## config.mk

```make
export PLATFORM = sky130hd
export DESIGN_NAME = msrh_freelist_mp
export DESIGN_NICKNAME = d
export VERILOG_FILES = /design/src/rtl/msrh_pkg.sv /design/src/rtl/msrh_wrap_add.sv /design/src/rtl/msrh_freelist_mp.sv
export SDC_FILE = /design/constraint.sdc
export NUM_CORES = 1
export LEC_CHECK = 0
export CAP_MARGIN = 20
export CORE_MARGIN = 5
export CORE_UTILIZATION = 30
export CTS_BUF_LIST = sky130_fd_sc_hd__clkbuf_8
export DETAILED_ROUTE_END_ITERATION = 6
export PLACE_DENSITY = 0.45
export SLEW_MARGIN = 20
export SYNTH_ARGS = -nofsm -noshare
export SYNTH_HDL_FRONTEND = slang
export SYNTH_HIERARCHICAL = 1
export SYNTH_SLANG_ARGS = --single-unit
```

## constraint.sdc

```tcl
create_clock -name i_clk -period 16.45 [get_ports i_clk]
set_clock_uncertainty 0.15 [all_clocks]
set_input_delay 4.935 -clock i_clk [delete_from_list [all_inputs] [get_ports i_clk]]
set_output_delay 4.935 -clock i_clk [all_outputs]
set_load 0.02 [all_outputs]
```

## src/rtl/msrh_pkg.sv

```systemverilog
// Shared helpers for the msrh multi-port queue family.
//
// Contents:
//   id_width    - number of bits needed to index n entries (never less than 1)
//   count_below - number of set bits in vec[limit-1:0], used both as a plain
//                 popcount (limit = vector width) and as the per-port prefix
//                 count that compacts multi-port requests onto consecutive slots
package msrh_pkg;

   // Index width for an n-entry structure; a 1-entry structure still needs a 1-bit pointer.
   function automatic int unsigned id_width(input int unsigned n);
      return (n <= 1) ? 1 : $clog2(n);
   endfunction

   // Counts the set bits of vec strictly below bit position 'limit'.
   function automatic int unsigned count_below(input logic [63:0] vec, input int unsigned limit);
      int unsigned cnt;
      cnt = 0;
      for (int unsigned i = 0; i < 64; i++) begin
         if ((i < limit) && vec[i]) begin
            cnt = cnt + 1;
         end
      end
      return cnt;
   endfunction

endpackage

```

## src/rtl/msrh_wrap_add.sv

```systemverilog
// Modulo-SIZE pointer adder.
//
// Computes (i_ptr + i_inc) mod SIZE with a single conditional subtract, which is
// exact as long as i_ptr < SIZE and i_inc <= SIZE. Works for any SIZE, including
// non-power-of-two depths where plain bit truncation would be wrong.
//
// Ports:
//   i_ptr  in   PW bits   current pointer, 0 .. SIZE-1
//   i_inc  in   CW bits   increment, 0 .. SIZE
//   o_ptr  out  PW bits   wrapped result, 0 .. SIZE-1
module msrh_wrap_add
   import msrh_pkg::*;
#(
   parameter  int SIZE = 32,
   localparam int PW   = id_width(SIZE),
   localparam int CW   = $clog2(SIZE + 1)
) (
   input  logic [PW-1:0] i_ptr,
   input  logic [CW-1:0] i_inc,
   output logic [PW-1:0] o_ptr
);

   // One extra bit holds any sum up to 2*SIZE-1 without loss.
   localparam int SW = PW + 1;

   logic [SW-1:0] sum;

   always_comb begin
      sum = SW'(i_ptr) + SW'(i_inc);
      if (sum >= SW'(SIZE)) begin
         o_ptr = PW'(sum - SW'(SIZE));
      end else begin
         o_ptr = PW'(sum);
      end
   end

endmodule

```

## src/rtl/msrh_freelist_mp.sv

```systemverilog
// Multi-port circular free-ID list for rename/tag allocation.
//
// Holds up to SIZE free IDs. Up to PUSH_PORTS IDs are released and POP_PORTS IDs
// allocated each cycle; active ports are compacted onto consecutive slots. A pop
// group is all-or-nothing, a push group that would exceed SIZE is dropped and
// raises a sticky overflow flag. Reset and flush both reload entry i with INIT+i.
//
// Ports:
//   i_clk, i_reset    clock, synchronous active-high reset
//   i_flush           restore the full initial ID set (push/pop that cycle ignored)
//   i_push_valid/id   per-port release strobe and released ID
//   i_pop_valid       per-port allocation request
//   o_pop_ready       enough IDs held to serve every requested pop port
//   o_pop_id          ID offered to each pop port (from current state, no bypass)
//   o_count           number of free IDs held
//   o_empty/o_full    o_count == 0 / o_count == SIZE
//   o_overflow        sticky: a push group would have exceeded SIZE
module msrh_freelist_mp
   import msrh_pkg::*;
#(
   parameter int SIZE       = 32,
   parameter int WIDTH      = 5,
   parameter int INIT       = 0,
   parameter int PUSH_PORTS = 2,
   parameter int POP_PORTS  = 2
) (
   input  logic                            i_clk,
   input  logic                            i_reset,
   input  logic                            i_flush,
   input  logic [PUSH_PORTS-1:0]           i_push_valid,
   input  logic [PUSH_PORTS*WIDTH-1:0]     i_push_id,
   input  logic [POP_PORTS-1:0]            i_pop_valid,
   output logic                            o_pop_ready,
   output logic [POP_PORTS*WIDTH-1:0]      o_pop_id,
   output logic [$clog2(SIZE+1)-1:0]       o_count,
   output logic                            o_empty,
   output logic                            o_full,
   output logic                            o_overflow
);

   localparam int PW = id_width(SIZE);
   localparam int CW = $clog2(SIZE + 1);
   localparam int XW = CW + 1;

   logic [WIDTH-1:0] entry_q [SIZE];
   logic [WIDTH-1:0] entry_d [SIZE];
   logic [PW-1:0]    head_q, head_d;
   logic [PW-1:0]    tail_q, tail_d;
   logic [CW-1:0]    count_q, count_d;
   logic             overflow_q, overflow_d;

   logic [CW-1:0]    npop, npush, npop_acc, npush_acc;
   logic [CW-1:0]    pop_off  [POP_PORTS];
   logic [CW-1:0]    push_off [PUSH_PORTS];
   logic [PW-1:0]    rd_idx   [POP_PORTS];
   logic [PW-1:0]    wr_idx   [PUSH_PORTS];
   logic [PW-1:0]    head_next, tail_next;
   logic [XW-1:0]    level_after;
   logic             pop_ready, pop_acc, push_ovf;

   // Per-port slot offsets. A requesting port takes the slot after all lower
   // requesting ports. A non-requesting port is shown head+p so that an idle
   // list presents INIT, INIT+1, ... across the ports.
   always_comb begin
      npop  = CW'(count_below(64'(i_pop_valid), POP_PORTS));
      npush = CW'(count_below(64'(i_push_valid), PUSH_PORTS));
      for (int p = 0; p < POP_PORTS; p++) begin
         pop_off[p] = i_pop_valid[p] ? CW'(count_below(64'(i_pop_valid), unsigned'(p))) : CW'(p);
      end
      for (int q = 0; q < PUSH_PORTS; q++) begin
         push_off[q] = CW'(count_below(64'(i_push_valid), unsigned'(q)));
      end
   end

   for (genvar gp = 0; gp < POP_PORTS; gp++) begin : g_rd
      msrh_wrap_add #(.SIZE(SIZE)) u_rd_add (
         .i_ptr (head_q),
         .i_inc (pop_off[gp]),
         .o_ptr (rd_idx[gp])
      );
   end

   for (genvar gq = 0; gq < PUSH_PORTS; gq++) begin : g_wr
      msrh_wrap_add #(.SIZE(SIZE)) u_wr_add (
         .i_ptr (tail_q),
         .i_inc (push_off[gq]),
         .o_ptr (wr_idx[gq])
      );
   end

   msrh_wrap_add #(.SIZE(SIZE)) u_head_add (
      .i_ptr (head_q),
      .i_inc (npop_acc),
      .o_ptr (head_next)
   );

   msrh_wrap_add #(.SIZE(SIZE)) u_tail_add (
      .i_ptr (tail_q),
      .i_inc (npush_acc),
      .o_ptr (tail_next)
   );

   // Accept/overflow decisions. The push check uses the post-pop level so a
   // full list can pop and push in the same cycle; the extra bit keeps
   // count + npush from wrapping.
   always_comb begin
      pop_ready   = (count_q >= npop);
      pop_acc     = (|i_pop_valid) && pop_ready;
      npop_acc    = pop_acc ? npop : '0;
      level_after = XW'(count_q) - XW'(npop_acc) + XW'(npush);
      push_ovf    = (level_after > XW'(SIZE));
      npush_acc   = push_ovf ? '0 : npush;
   end

   // Next-state: pointer/count advance and compacted writes. Reads always use
   // entry_q, so a push landing on a slot popped this cycle is safe.
   always_comb begin
      head_d     = head_next;
      tail_d     = tail_next;
      count_d    = count_q - npop_acc + npush_acc;
      overflow_d = overflow_q | push_ovf;
      entry_d    = entry_q;
      for (int q = 0; q < PUSH_PORTS; q++) begin
         if (i_push_valid[q] && !push_ovf) begin
            entry_d[wr_idx[q]] = i_push_id[q*WIDTH +: WIDTH];
         end
      end
   end

   // State registers; flush behaves exactly like reset and discards that cycle's traffic.
   always_ff @(posedge i_clk) begin
      if (i_reset || i_flush) begin
         head_q     <= '0;
         tail_q     <= '0;
         count_q    <= CW'(SIZE);
         overflow_q <= 1'b0;
         for (int i = 0; i < SIZE; i++) begin
            entry_q[i] <= WIDTH'(INIT + i);
         end
      end else begin
         head_q     <= head_d;
         tail_q     <= tail_d;
         count_q    <= count_d;
         overflow_q <= overflow_d;
         entry_q    <= entry_d;
      end
   end

   always_comb begin
      o_pop_id = '0;
      for (int p = 0; p < POP_PORTS; p++) begin
         o_pop_id[p*WIDTH +: WIDTH] = entry_q[rd_idx[p]];
      end
      o_pop_ready = pop_ready;
      o_count     = count_q;
      o_empty     = (count_q == '0);
      o_full      = (count_q == CW'(SIZE));
      o_overflow  = overflow_q;
   end

endmodule

```

==> run metrics <==
status complete, no violations; startpoint types input pin; CTS resizes 0; clk root buf clkbuf_8; CTS sink cnt 177; grt ovf 0; Period minus WS final about 15 ns; setup ws final ~1.9 ns; TritonCTS clock tree done; final non-filler cell total about 1.8k; Fin. Hold Viols 0; largest net degree at the start of global routing ~100; drt drc 0; IO buf count 36; Hold Slack approximately 0.34 ns; Min-Delay Path Class flop to flop; ordered list of cells on the worst path clkdlybuf4s50_1, inv_1, ha_1, inv_1, ha_4, inv_1, fa_1, clkinv_1, buf_4, mux4_2, mux4_2, mux2_2, clkdlybuf4s50_1; placed inst area ~13,000 µm²; Initial Utilization 0.304; synthesized area per cell around 9.8 µm²; Floorplan Core Area 41,000 µm²; Avg WL per Cell between 20 and 30 µm; Cells after DPL around 1.8k; die span in y 214 µm; Worst Hold Launch o_overflow; row count 74; Switch Pwr 982 µW; most frequent CP cell inv_1; sequential-to-total area share from yosys stat 0.284; max-cap violation count 0; antenna diode count 0; initial antenna violation count 1; R2R Path End o_count[5]; 1st-iter DRT viols ~890; setup bufs post-CTS 0; cts hold-fix bufs 0; io pins 37; Async SR Flop Fraction 0; Synth cell types 66; Final setup viols 0; pre-CTS setup slack about 1.9 ns; Rel. slew slack 0.216; Max FO, Critical Path 21; Syn Inst Count 1,270; yosys warns 6; upper clock frequency limit between 60 and 70 MHz; share of layout cells above drive strength 1 0.180; Synth Area in XOR/XNOR 0.0204; H-tree levels 4; Main synth FF type dfxtp_1; Clock Latency Late Sink around 0.5 ns; max-slew violations 0; Worst Path Arrival roughly 9.4 ns; number of synthesized flops with an enable pin 0; hold path cells 2; post-synthesis mux area share 0.266; Hold Path End o_overflow; Cell Int Power 935 µW; FF-to-FF path depth 26; power density over cell area ~140 nW/µm²; FF-to-FF Start o_count[0]; Worst R2R Setup Slack between 10 and 15 ns; Peak VDD IR between 300 and 400 µV; required time worst endpoint around 11 ns; router iterations before antenna repair 5; HPWL Detailed roughly 33 mm; vias in the first global route 10.3k; Synth Register Bits ~180; worst path bufs/invs 7; gpl congestion ~0.9; Clock Path Buffers 2; CP Capture Type primary output; max incr delay on CP around 0.63 ns; Worst-path clk slew approximately 0.11 ns; largest delay contributor family on the critical path buffers and inverters; RSZ-0062 raised after global routing false; Final Routed Wirelength ~47 mm; slew at the pin closest to its max-slew limit about 1.2 ns; crit path kind input pin to primary output; global-route wire length before repair 69.4 mm; Synth Area in Compound Gates 0.170; Via-to-Cell Ratio just under 6; Die ar. about 46,000 µm²; leakage a little over 5 nW; Logic pwr share 0.577; FILL cells approximately 4.2k; Simple-Gate Fraction of Synth Area 0.145; cell area after layout 13,800 µm²; period utilization 0.882; power share of the clock group 0.176; Final #Nets approximately 1.4k; Cell Area, Synth 12,500 µm²; via count between 10k and 15k; Seq pwr share 0.246; Syn-to-layout area delta 10.9%; DIE WIDTH around 210 µm; Total GRT Usage 0.200; DRT antenna net count 0; Slowest-stage cell, CP clkinv_1; Sw Share 0.512; TritonCTS buffer count 17; post-synthesis adder-cell area fraction 0.0622; largest family of logic cells by synthesized area multiplexers; setup TNS 0 ns
[synth_stat cells, types with 10 or more instances]
cell type / number / area (µm²)
dfxtp_1: 177 / 3540
mux4_2: 100 / 2250
mux2i_1: 93 / 931
a21oi_1: 87 / 435
nor2_1: 76 / 285
o21ai_0: 72 / 360
clkbuf_1: 68 / 255
inv_1: 55 / 206
a22oi_1: 54 / 405
ha_1: 46 / 576
nand3_1: 46 / 230
nand2_1: 36 / 135
and2_1: 28 / 175
and3_1: 27 / 169
xnor2_1: 27 / 236
nor3_1: 24 / 120
a211oi_1: 22 / 165
a31oi_1: 18 / 113
a32oi_1: 17 / 149
buf_1: 16 / 60.1
nand3_2: 13 / 130
mux2_2: 12 / 135
nand2b_1: 12 / 75.1
a221oi_1: 10 / 87.6
fa_1: 10 / 200
[logic make-up (layout without fill, tap and decap cells)]
logic type,count (synthesis),count (layout)
XOR/XNOR,29,29
AND/OR/NAND/NOR,316,316
multiplexers,205,205
buffers and inverters,158,151
adder cells (fa/ha/maj),56,56
AO/OA/AOI/OAI,328,328
other,1,28
flip-flops,177,177
[layer usage]
layer | wire length (µm) | GRT usage
met5 | 0 | 0
met4 | 1200 | 0.0591
met3 | 4330 | 0.0617
met2 | 19800 | 0.294
met1 | 21300 | 0.283
[cell type report]
type	count	area [µm²]	area share
Clock buffer	17	234	0.0169
Clock inverter	15	188	0.0136
Inverter	55	206	0.0149
Multi-Input combinational cell	962	8430	0.609
Sequential cell	177	3540	0.256
Tap cell	532	666	0.0481
Timing Repair Buffer	64	571	0.0412
[power by group through the flow]
stage	Combinational, mW	Sequential, mW	Clock (mW)
6_report	1.11	0.473	0.338
5_1_grt	1.18	0.475	0.364
4_1_cts	1.09	0.472	0.349
3_5_place_dp	1.08	0.482	0
3_3_place_gp	1.08	0.483	0
2_1_floorplan	0.803	0.480	0
[worst max-delay path by stage]
| stage | slack, ns | endpoint | from | cells past startpoint |
|---|---|---|---|---|
| 2_1_floorplan | 3.62 | o_pop_id[5] | i_pop_valid[0] | 12 |
| 6_report | 1.94 | o_pop_id[9] | i_pop_valid[0] | 13 |
| 4_1_cts | 1.90 | o_pop_id[9] | i_pop_valid[0] | 13 |
| 5_1_grt | 1.81 | o_pop_id[9] | i_pop_valid[0] | 13 |
| 3_3_place_gp | 2.03 | o_pop_id[9] | i_pop_valid[0] | 13 |
| 3_5_place_dp | 1.90 | o_pop_id[9] | i_pop_valid[0] | 13 |
[cells in the final DEF, fill, tap and decap left out, types with 6 or more instances in the layout]
| cell | count |
|---|---|
| mux2i_1 | 93 |
| ha_1 | 44 |
| buf_4 | 28 |
| o21ai_0 | 72 |
| a22oi_1 | 54 |
| nor3_2 | 6 |
| nand2b_1 | 12 |
| a221oi_1 | 10 |
| a32oi_1 | 17 |
| and2_1 | 28 |
| a211oi_1 | 22 |
| nor3_1 | 24 |
| conb_1 | 28 |
| mux4_2 | 100 |
| nor2_1 | 71 |
| inv_1 | 54 |
| nand3_2 | 13 |
| nor3b_1 | 6 |
| a21oi_1 | 87 |
| and3_1 | 27 |
| o31a_1 | 6 |
| a31oi_1 | 18 |
| a21oi_2 | 6 |
| dfxtp_1 | 177 |
| clkdlybuf4s50_1 | 36 |
| o21ai_1 | 9 |
| nand3_1 | 46 |
| clkbuf_8 | 17 |
| nor2_2 | 8 |
| mux2_2 | 12 |
| a21o_1 | 9 |
| xnor2_1 | 24 |
| nand2_1 | 36 |
| fa_1 | 10 |
[tightest hold or removal path, delay by kind of cell (launching register included)]
kind	cells	cell delay, ns
flops	1	0.35
simple gates	2	0.12
[sequential cells by signal, summed over array words and instances, names as in the netlist]
| signal | count |
|---|---|
| head_q | 5 |
| o_count | 6 |
| tail_q | 5 |
| o_overflow | 1 |
| entry_q | 160 |
[per-stage QoR]
stage / total power, mW / utilization
2_1_floorplan: 1.28 / -
3_3_place_gp: 1.56 / 0.327
3_5_place_dp: 1.56 / 0.327
4_1_cts: 1.91 / 0.337
5_1_grt: 2.01 / 0.337
6_report: 1.92 / 0.337
Power figures use the tool's default switching activity.
